**src/rtl/stack_alu_issuer_if.sv**
```systemverilog
// rtl/stack_alu_issuer_if.sv - command, ALU and status bundle of the stack ALU issuer
interface stack_alu_issuer_if #(
  parameter int CW = 5
);
  logic          cmd_valid;
  logic          cmd_ready;
  logic [2:0]    cmd_op;
  logic [15:0]   cmd_data;
  logic [3:0]    alu_func;
  logic [15:0]   alu_i0;
  logic [15:0]   alu_i1;
  logic [15:0]   alu_o0;
  logic [15:0]   top;
  logic [CW-1:0] depth;
  logic          op_done;
  logic          err_under;
  logic          err_over;
  logic          err_ill;

  modport master (
    output cmd_valid, cmd_op, cmd_data, alu_o0,
    input  cmd_ready, alu_func, alu_i0, alu_i1, top, depth,
    input  op_done, err_under, err_over, err_ill
  );

  modport slave (
    input  cmd_valid, cmd_op, cmd_data, alu_o0,
    output cmd_ready, alu_func, alu_i0, alu_i1, top, depth,
    output op_done, err_under, err_over, err_ill
  );
endinterface

```
**src/rtl/stack_alu_issuer.sv**
```systemverilog
// rtl/stack_alu_issuer.sv - operand stack sequencer driving a combinational ALU
module stack_alu_issuer #(
  parameter int DEPTH = 16,
  parameter int CW    = $clog2(DEPTH + 1)
) (
  input logic               clk,
  input logic               rst,
  stack_alu_issuer_if.slave bus
);
  localparam int AW = (DEPTH > 1) ? $clog2(DEPTH) : 1;
  localparam logic [2:0] OP_PUSH = 3'd0;
  localparam logic [2:0] OP_POP  = 3'd1;

  typedef enum logic [2:0] {IDLE, FETCH_B, FETCH_A, EXEC, WB} state_t;

  state_t        state_q, state_d;
  logic [CW-1:0] depth_q, depth_d;
  logic [15:0]   a_q, a_d;
  logic [15:0]   b_q, b_d;
  logic [15:0]   res_q, res_d;
  logic [2:0]    op_q, op_d;
  logic [3:0]    alu_func_q, alu_func_d;
  logic          op_done_q, op_done_d;
  logic          err_under_q, err_under_d;
  logic          err_over_q, err_over_d;
  logic          err_ill_q, err_ill_d;

  logic [15:0]   stack_q [DEPTH];
  logic          stack_we;
  logic [15:0]   stack_wdata;
  logic [AW-1:0] stack_waddr;
  logic [AW-1:0] top_idx;
  logic [15:0]   top_w;
  logic          full;
  logic          cmd_fire;

  assign top_idx     = AW'(depth_q - CW'(1));
  assign top_w       = (depth_q == '0) ? 16'd0 : stack_q[top_idx];
  assign stack_waddr = AW'(depth_q);
  assign full        = (depth_q == CW'(DEPTH));

  assign bus.cmd_ready = (state_q == IDLE) && !rst;
  assign cmd_fire      = bus.cmd_valid && bus.cmd_ready;

  assign bus.alu_func  = alu_func_q;
  assign bus.alu_i0    = a_q;
  assign bus.alu_i1    = b_q;
  assign bus.top       = top_w;
  assign bus.depth     = depth_q;
  assign bus.op_done   = op_done_q;
  assign bus.err_under = err_under_q;
  assign bus.err_over  = err_over_q;
  assign bus.err_ill   = err_ill_q;

  always_comb begin
    state_d     = state_q;
    depth_d     = depth_q;
    a_d         = a_q;
    b_d         = b_q;
    res_d       = res_q;
    op_d        = op_q;
    alu_func_d  = 4'd0;
    op_done_d   = 1'b0;
    err_under_d = 1'b0;
    err_over_d  = 1'b0;
    err_ill_d   = 1'b0;
    stack_we    = 1'b0;
    stack_wdata = bus.cmd_data;
    case (state_q)
      IDLE: begin
        if (cmd_fire) begin
          case (bus.cmd_op)
            OP_PUSH: begin
              if (!full) begin
                stack_we  = 1'b1;
                depth_d   = depth_q + CW'(1);
                op_done_d = 1'b1;
              end else begin
                err_over_d = 1'b1;
              end
            end
            OP_POP: begin
              if (depth_q != '0) begin
                depth_d   = depth_q - CW'(1);
                op_done_d = 1'b1;
              end else begin
                err_under_d = 1'b1;
              end
            end
            3'd2, 3'd3, 3'd4, 3'd5: begin
              if (depth_q < CW'(2)) begin
                err_under_d = 1'b1;
              end else begin
                op_d    = bus.cmd_op;
                state_d = FETCH_B;
              end
            end
            default: err_ill_d = 1'b1;
          endcase
        end
      end
      FETCH_B: begin
        b_d     = top_w;
        depth_d = depth_q - CW'(1);
        state_d = FETCH_A;
      end
      FETCH_A: begin
        a_d        = top_w;
        depth_d    = depth_q - CW'(1);
        // Function code is registered so it is live exactly for the EXEC cycle.
        alu_func_d = {1'b0, op_q};
        state_d    = EXEC;
      end
      EXEC: begin
        res_d   = bus.alu_o0;
        state_d = WB;
      end
      WB: begin
        stack_we    = 1'b1;
        stack_wdata = res_q;
        depth_d     = depth_q + CW'(1);
        op_done_d   = 1'b1;
        state_d     = IDLE;
      end
      default: state_d = IDLE;
    endcase
  end

  always_ff @(posedge clk) begin
    if (rst) begin
      state_q     <= IDLE;
      depth_q     <= '0;
      a_q         <= '0;
      b_q         <= '0;
      res_q       <= '0;
      op_q        <= '0;
      alu_func_q  <= '0;
      op_done_q   <= 1'b0;
      err_under_q <= 1'b0;
      err_over_q  <= 1'b0;
      err_ill_q   <= 1'b0;
    end else begin
      state_q     <= state_d;
      depth_q     <= depth_d;
      a_q         <= a_d;
      b_q         <= b_d;
      res_q       <= res_d;
      op_q        <= op_d;
      alu_func_q  <= alu_func_d;
      op_done_q   <= op_done_d;
      err_under_q <= err_under_d;
      err_over_q  <= err_over_d;
      err_ill_q   <= err_ill_d;
    end
  end

  // Storage is not reset; depth alone defines which entries are meaningful.
  always_ff @(posedge clk) begin
    if (stack_we) stack_q[stack_waddr] <= stack_wdata;
  end
endmodule

```
**src/flat_wrapper.sv**
```systemverilog
// flat-port wrapper written by rule: the top's interface ports become plain ports
module stack_alu_issuer_flat 
#(
  parameter int DEPTH = 16,
  parameter int CW    = $clog2(DEPTH + 1)
)
  (clk, rst, bus_cmd_valid, bus_cmd_op, bus_cmd_data, bus_alu_o0, bus_cmd_ready, bus_alu_func, bus_alu_i0, bus_alu_i1, bus_top, bus_depth, bus_op_done, bus_err_under, bus_err_over, bus_err_ill);
  stack_alu_issuer_if #(.CW(CW)) bus_i ();
  input logic clk;
  input logic rst;
  input wire logic [$bits(bus_i.cmd_valid)-1:0] bus_cmd_valid;
  input wire logic [$bits(bus_i.cmd_op)-1:0] bus_cmd_op;
  input wire logic [$bits(bus_i.cmd_data)-1:0] bus_cmd_data;
  input wire logic [$bits(bus_i.alu_o0)-1:0] bus_alu_o0;
  output wire logic [$bits(bus_i.cmd_ready)-1:0] bus_cmd_ready;
  output wire logic [$bits(bus_i.alu_func)-1:0] bus_alu_func;
  output wire logic [$bits(bus_i.alu_i0)-1:0] bus_alu_i0;
  output wire logic [$bits(bus_i.alu_i1)-1:0] bus_alu_i1;
  output wire logic [$bits(bus_i.top)-1:0] bus_top;
  output wire logic [$bits(bus_i.depth)-1:0] bus_depth;
  output wire logic [$bits(bus_i.op_done)-1:0] bus_op_done;
  output wire logic [$bits(bus_i.err_under)-1:0] bus_err_under;
  output wire logic [$bits(bus_i.err_over)-1:0] bus_err_over;
  output wire logic [$bits(bus_i.err_ill)-1:0] bus_err_ill;
  assign bus_i.cmd_valid = bus_cmd_valid;
  assign bus_i.cmd_op = bus_cmd_op;
  assign bus_i.cmd_data = bus_cmd_data;
  assign bus_i.alu_o0 = bus_alu_o0;
  assign bus_cmd_ready = bus_i.cmd_ready;
  assign bus_alu_func = bus_i.alu_func;
  assign bus_alu_i0 = bus_i.alu_i0;
  assign bus_alu_i1 = bus_i.alu_i1;
  assign bus_top = bus_i.top;
  assign bus_depth = bus_i.depth;
  assign bus_op_done = bus_i.op_done;
  assign bus_err_under = bus_i.err_under;
  assign bus_err_over = bus_i.err_over;
  assign bus_err_ill = bus_i.err_ill;
  stack_alu_issuer #(.DEPTH(DEPTH), .CW(CW)) u_core (.clk(clk), .rst(rst), .bus(bus_i));
endmodule
```
**config.mk**
```make
export PLATFORM = sky130hd
export DESIGN_NAME = stack_alu_issuer_flat
export DESIGN_NICKNAME = d
export VERILOG_FILES = /design/src/rtl/stack_alu_issuer_if.sv /design/src/rtl/stack_alu_issuer.sv /design/src/flat_wrapper.sv
export SDC_FILE = /design/constraint.sdc
export NUM_CORES = 1
export LEC_CHECK = 0
export ABC_AREA = 1
export ABC_CLOCK_PERIOD_IN_PS = 3300
export CORE_MARGIN = 2
export CORE_UTILIZATION = 50
export CTS_CLUSTER_SIZE = 14
export DETAILED_ROUTE_END_ITERATION = 12
export DONT_BUFFER_PORTS = 1
export PLACE_DENSITY = 0.68
export SYNTH_ARGS = -nofsm -noshare
export SYNTH_HDL_FRONTEND = slang
export SYNTH_SLANG_ARGS = --single-unit
```
**constraint.sdc**
```tcl
create_clock -name clk -period 3.3 [get_ports clk]
set_clock_uncertainty 0.2 [all_clocks]
set_input_delay 0.66 -clock clk [delete_from_list [all_inputs] [get_ports clk]]
set_output_delay 0.66 -clock clk [all_outputs]
set_load 0.01 [all_outputs]
```
==> flow_metrics.py <==
metrics = {
    "status": {
        "status": "finished, final reports clean",
    },
    "die": {
        "die_y_um": 166,
        "die_x_um": 166,
        "io_pins": 100,
        "start_util": 0.508,
        "core_region_area_um2": 26000,
        "dieArea_um2": 27700,
        "rows": 59,
    },
    "clock_network": {
        "postCtsSetupBuffers": 0,
        "cts-root-buf": "clkbuf_16",
        "numCtsBuffers": 34,
        "clock_sinks": 322,
        "path_clk_slew_ps": 70,
        "cts_tree": "built",
        "clock_path_buffers": 3,
        "clk_latency_ps": 510,
        "cts_htree_levels": 2,
    },
    "sta": {
        "worst_pin_slew_ps": 1010,
        "slew_headroom": 0.324,
        "min_period_over_period": 0.983,
        "hold_viol": 0,
        "setup_violations": 0,
        "period_minus_slack_ps": 3240,
        "rsz0062_at_grt": "false",
        "max_freq_mhz": 308,
        "drv_slew": 0,
        "setup_tns_ps": 0,
    },
    "cells_and_area": {
        "num_antenna_cells": 0,
        "utilization": 0.574,
        "final_cell_mix": "nand2_1 (337), edfxtp_1 (256), nand3_1 (218), dfxtp_1 (65), o21ai_0 (59)",
        "nNetsFinal": 1266,
        "layout_commonest_cell": "nand2_1",
        "syn2layout_area_growth_pct": 13.1,
        "fillers": 2131,
        "drive_above_1_share": 0.133,
        "final_cell_count_no_fill": 1580,
    },
    "detailed_routing": {
        "firstDrtPassIters": 5,
        "drc": 0,
        "vias": 9205,
        "drt_wl_total_um": 34700,
        "vias_per_cell": 5.83,
        "routedWlPerCell_um": 21.9,
        "drt_iter0_drc": 1223,
        "ant_nets": 0,
    },
    "worst_setup_path": {
        "slowest_delay_ps": 380,
        "cp_top_family": "simple AND/OR/NAND/NOR gates",
        "reg2reg_from": "u_core.bus.depth[3]$_SDFFE_PP0P_",
        "crit_type": "reg -> out",
        "critPathSlowestCell": "dfxtp_4",
        "cp_num_buf_inv": 4,
        "crit_chain": "clkinv_2 -> ha_2 -> inv_1 -> nand2_2 -> nand2_2 -> buf_8 -> nand3_1 -> nand3_1 -> nand3_2 -> inv_1",
        "critPathLaunchType": "register",
        "startpoint": "u_core.bus.depth[0]$_SDFFE_PP0P_",
        "endpoint_kind": "primary output",
        "r2r_slack_ps": 640,
        "worst-path-max-fanout": 17,
        "crit_arrival_ps": 2380,
        "r2r-end": "u_core.stack_q[6][1]$_DFFE_PP_",
        "crit_required_ps": 2440,
        "worstRegToRegCells": 7,
    },
    "placed_design": {
        "place_inst": 1519,
        "hpwl_um": 21100,
        "port_buffers": 0,
        "gp_congestion": 0.827,
    },
    "grt": {
        "grt_start_max_net_pins": 131,
        "grt_pass1_wl_um": 52000,
        "overflow": 0,
        "antenna_found_initial": 0,
        "first_global_vias": 8619,
        "track_usage": 0.245,
    },
    "logic_synthesis": {
        "synth-edff-count": 256,
        "syn-instance-count": 1214,
        "ys.flop_type": "edfxtp_1",
        "synth_top_family_by_area": "simple AND/OR/NAND/NOR gates",
        "async_flop_share": 0,
        "yosys.area_share.simple": 0.226,
        "syn-cell-area_um2": 13200,
        "synthXorXnorAreaFrac": 0.00265,
        "synth.avg_cell_area_um2": 10.9,
        "synth_top_area_frac": 0.582,
        "ys_seq_area_frac": 0.683,
        "yosys_register_bits": 322,
        "synth.net_count": 1257,
        "synthDistinctLibCells": 32,
        "ys_warn_count": 0,
        "synth_mux_area_frac": 0,
        "synth_top_area_cell": "edfxtp_1",
        "ys_top_cells_by_area": "edfxtp_1 (58%), dfxtp_1 (10%), nand2_1 (9.6%)",
        "synth_adder_area_share": 0.00474,
        "synth_compound_area_frac": 0.0380,
    },
    "hold_path": {
        "worstHoldEndpoint": "u_core.state_q[2]$_SDFFE_PP0P_",
        "worstHoldPathCells": 1,
        "hold_class": "in -> reg",
        "min-delay-start": "rst",
    },
    "power_and_ir_drop": {
        "ir_drop_mv": 0.675,
        "leakagePower_nw": 5.61,
        "p_per_area_nw_per_um2": 815,
    },
    "run": {
        "max-cap-violations": 0,
    },
}
-- power breakdown --
part	switching [W]	internal, W
logic	0.00261	0.00103
clock network	0.00150	0.00216
registers	0.000243	0.00463
total	0.00435	0.00782
-- worst max-delay path by stage --
stage | slack (ps) | to | depth (start not counted)
6_report | 60 | bus_top[6] | 10
5_1_grt | 1 | bus_top[9] | 10
4_1_cts | 20 | bus_top[14] | 9
3_5_place_dp | 580 | bus_top[14] | 9
3_3_place_gp | 570 | u_core.stack_q[6][1]$_DFFE_PP_ | 7
2_1_floorplan | 330 | bus_top[8] | 13
-- flip-flops by register name, indices dropped and copies added, names as in the netlist --
signal,flops
u_core.bus.op_done,1
u_core.bus.err_over,1
u_core.bus.alu_func,3
u_core.bus.alu_i0,16
u_core.bus.err_ill,1
u_core.bus.depth,5
u_core.stack_q,256
u_core.state_q,3
u_core.res_q,16
u_core.bus.err_under,1
u_core.op_q,3
u_core.bus.alu_i1,16
-- metrics by stage --
step | power [W] | setup slack [ps] | hold WS [ps] | instance area, um2
after floorplan | 0.00731 | 325 | 216 | 13200
after global placement | 0.00824 | 574 | 227 | 13600
after detailed placement | 0.00827 | 579 | 233 | 13600
after CTS | 0.0119 | 21.3 | 5.12 | 14700
after global routing | 0.0127 | 1.25 | 16.0 | 14900
final | 0.0122 | 55.6 | 21.5 | 14900
-- timing repair --
item | CTS | global route
endpoints found under the hold margin | 2 | 0
hold buffers | 1 | 0
gates resized for setup | 0 | 31
setup endpoints to repair | 0 | 14
-- Yosys cell counts, types with 2 or more instances --
cell,number
o21ai_0,59
nor3_4,2
clkbuf_1,17
xor2_1,3
clkinv_2,2
buf_1,6
buf_6,12
nand3_2,16
buf_4,10
edfxtp_1,256
inv_2,4
nand2_2,5
a21oi_1,39
dfxtp_1,66
nand3_1,233
inv_1,37
nand2_1,338
nor2_1,65
buf_2,27
ha_1,5
-- cells by family after synthesis --
group                      after synthesis
AOI/OAI and AO/OA                      100
xor gates and xnor gates                 4
adders and majority gates                5
buffers and inverters                  116
DFF                                    322
other                                    1
and+or+nand+nor                        666
-- routing by layer --
| metal | track usage | routed length, um |
|---|---|---|
| met1 | 0.340 | 14000 |
| met2 | 0.370 | 15700 |
| met3 | 0.0791 | 4010 |
| met4 | 0.0802 | 972 |
| met5 | 0 | 0 |
-- layout make-up --
cell class / count / area, um2 / area share
well taps: 335 / 419 / 0.0281
inverters: 44 / 171 / 0.0115
flip-flops and latches: 322 / 9010 / 0.604
repair buffers: 45 / 522 / 0.0350
clock buffers: 45 / 975 / 0.0653
multi-input cells: 776 / 3720 / 0.250
clock inverters: 13 / 100 / 0.00671
(Power assumes the default switching activity.)
==> patch, RTL diff (config.mk and constraints unchanged) <==
`DEPTH` is set to 16 in 2 places; all go to 32.
--- a/src/rtl/stack_alu_issuer.sv
+++ b/src/rtl/stack_alu_issuer.sv
@@ -1,6 +1,6 @@
 // rtl/stack_alu_issuer.sv - operand stack sequencer driving a combinational ALU
 module stack_alu_issuer #(
-  parameter int DEPTH = 16,
+  parameter int DEPTH = 32,
   parameter int CW    = $clog2(DEPTH + 1)
 ) (
   input logic               clk,
--- a/src/flat_wrapper.sv
+++ b/src/flat_wrapper.sv
@@ -1,7 +1,7 @@
 // flat-port wrapper written by rule: the top's interface ports become plain ports
 module stack_alu_issuer_flat 
 #(
-  parameter int DEPTH = 16,
+  parameter int DEPTH = 32,
   parameter int CW    = $clog2(DEPTH + 1)
 )
   (clk, rst, bus_cmd_valid, bus_cmd_op, bus_cmd_data, bus_alu_o0, bus_cmd_ready, bus_alu_func, bus_alu_i0, bus_alu_i1, bus_top, bus_depth, bus_op_done, bus_err_under, bus_err_over, bus_err_ill);
Interface: changed (resized bus_depth); port bits go from 100 to 101. The function was not compared with the original's and may differ.
==> patch against the original RTL <==
  * The flow now finishes with violations (negative setup slack)
  * Total power up 73%
  * Area after synthesis up 79%
  * Wire length up 98%
  * Sequential cell count up 257
  * Count of clock-buffer cells in the layout up 34
  * Worst setup slack worse by 0.20 ns
  * Final area up 90%
  * Final cell count up 80%
  * Critical path type unchanged
  * Largest power group unchanged
==> patch: results (changes against the original RTL) <==
* Status: finished with violations
* Violated checks: negative setup slack
* Metal3 WL at 7040 um (+75%)
* Post-DR vias/cell at 5.97 (+2.4%)
* Part of the total power dissipated in the clock network at 30.2% (about the same)
* Post-route setup TNS at -1.77 ns (-1.77 ns)
* Clock buffer count from CTS at 57 (+68%)
* 1st-iter DRT viols at 2496 (+100%)
* Standby leakage power at 0.0105 uW (+86%)
* Highest ir drop seen on vdd at 0.564 mV (-16%)
* Register ranked first by flip-flop count: u_core.stack_q
* Met2 layer wire length in the routed design at 33200 um (+110%)
* Gr usage total at 27.4% (+2.8 points)
* Highest layer used for signal routing: met4
* Fraction of synthesis flops using an asynchronous set or reset pin at 0% (unchanged)
* # setup viols final at 16 (+16)
* Rel. slew slack at 40.5% (+8.1 points)
* Worst setup timing slack at the placement stage at 0.197 ns (-0.382 ns)
* Number of nets in the finished design at 2238 (+77%)
* Post-synthesis cell count at 2102 (+73%)
* Fraction of layout cells with a size suffix above 1 at 17.9% (+4.6 points)
* WL met1 at 25600 um (+83%)
* Largest fanout on the critical path at 9 (-8)
* Power drawn by the sequential cells at 8120 uW (+67%)
* Antenna violations before repair at 2 (+2)
* Number of flops mapped to enable cells by yosys at 512 (+100%)
* Slowest cell delay on critical path at 0.40 ns (+0.02 ns)
* Maximum count of clock buffers along a single path at 3 (unchanged)
* Worst skew pair latency at 0.63 ns (+0.12 ns)
* Commonest cells post-synth: nand2_1 (662), edfxtp_1 (512), nand3_1 (460), nor2_1 (84), dfxtp_1 (67)
* Largest net degree at the start of global routing at 94 (-28%)
* Vias in the first global route at 16300 (+89%)
* Ratio of total power to cell area at 743 mW/mm2 (-8.8%)
* Area post-placement at 0.0244 mm2 (+79%)
* CTS H-Tree Depth at 2 (unchanged)
* Internal Pwr Total at 14000 uW (+79%)
* Slack of the critical path at -0.149 ns (-0.204 ns)
* GRT met1 Usage at 35.7% (+1.7 points)
* Met2 track demand over resource in global routing at 44.5% (+7.5 points)
* Number of cells in the design after placement at 2661 (+75%)
* Non-filler instance count after layout at 2850 (+80%)
* Dpl hpwl at 34800 um (+64%)
* Wire length of the first global-routing pass at 101000 um (+94%)
* Placer's final routability congestion estimate at 0.911 (+10%)
* Number of detailed-routing iterations run before antenna repair at 6 (+1)
* Arrival @ worst endpoint at 2.59 ns (+0.21 ns)
* Flip-flop count of the largest register after layout at 512 (+100%)
* Fraction of the yosys area taken by sequential cells at 70.6% (+2.4 points)
* Global-route track usage on met3 at 5.43% (-2.5 points)
* Worst-path cell with the longest stage delay: dfxtp_4
* Area contributors post-synth: edfxtp_1 (65%), nand2_1 (11%), nand3_1 (9.7%)
* Average wire length per cell after detail routing at 24.1 um (+10%)
## patch: cells by family (layout without fill, tap and decap cells)
family,count (synthesis),in the layout,synth area share (%)
simple gates,1236,1237,22.8
flops,579,579,70.6
buf+inv,171,311,3.85
compound gates,106,106,2.31
fa+ha+maj,5,5,0.264
xor+xnor,4,4,0.148
other cells,1,1,0.0158
## patch: layout make-up
class / count / area [um2]
clock buffers: 79 / 1600
clock inverters: 28 / 220
fillers: 3505 / 18300
inverters: 44 / 188
multi-input cells: 1353 / 6750
flip-flops and latches: 579 / 16700
well taps: 607 / 759
repair buffers: 160 / 2120
## patch: final timing paths
kind                                                          end                              from  slack [ns]  cells after the start
worst min-delay path               u_core.bus.err_over$_SDFF_PP0_                     bus_cmd_op[2]        0.02                      2
worst min register to register  u_core.bus.alu_func[0]$_SDFF_PP0_       u_core.op_q[0]$_SDFFE_PP0P_        0.24                      2
worst max-delay path                                  bus_top[15]  u_core.bus.depth[0]$_SDFFE_PP0P_       -0.15                     12
worst max register to register   u_core.stack_q[31][13]$_DFFE_PP_    u_core.state_q[1]$_SDFFE_PP0P_        0.39                      8
## patch: stage by stage
stage / utilization [%] / hold WS [ns]
global route: 60.8 / 0.0228
finish: 60.8 / 0.0208
CTS: 59.8 / 0.00105
detailed placement: 52.4 / 0.231
floorplan: - / 0.216
global placement: 52.4 / 0.227
## patch: timing repair
action | 4_1_cts | 5_1_grt
endpoints found under the setup margin | 16 | 16
cloned | 18 | 4
resized for setup | 158 | 62
endpoints found under the hold margin | 23 | 0
pin swaps | 27 | 15
buffers inserted | 35 | 5
hold buffers | 20 | 0
## patch: critical path: cells and delay by family, from the launching register on
kind,cells,cell delay (ns)
AND/OR/NAND/NOR,6,0.65
buffers and inverters,5,0.61
adder cells (fa/ha/maj),1,0.29
flip-flops,1,0.40
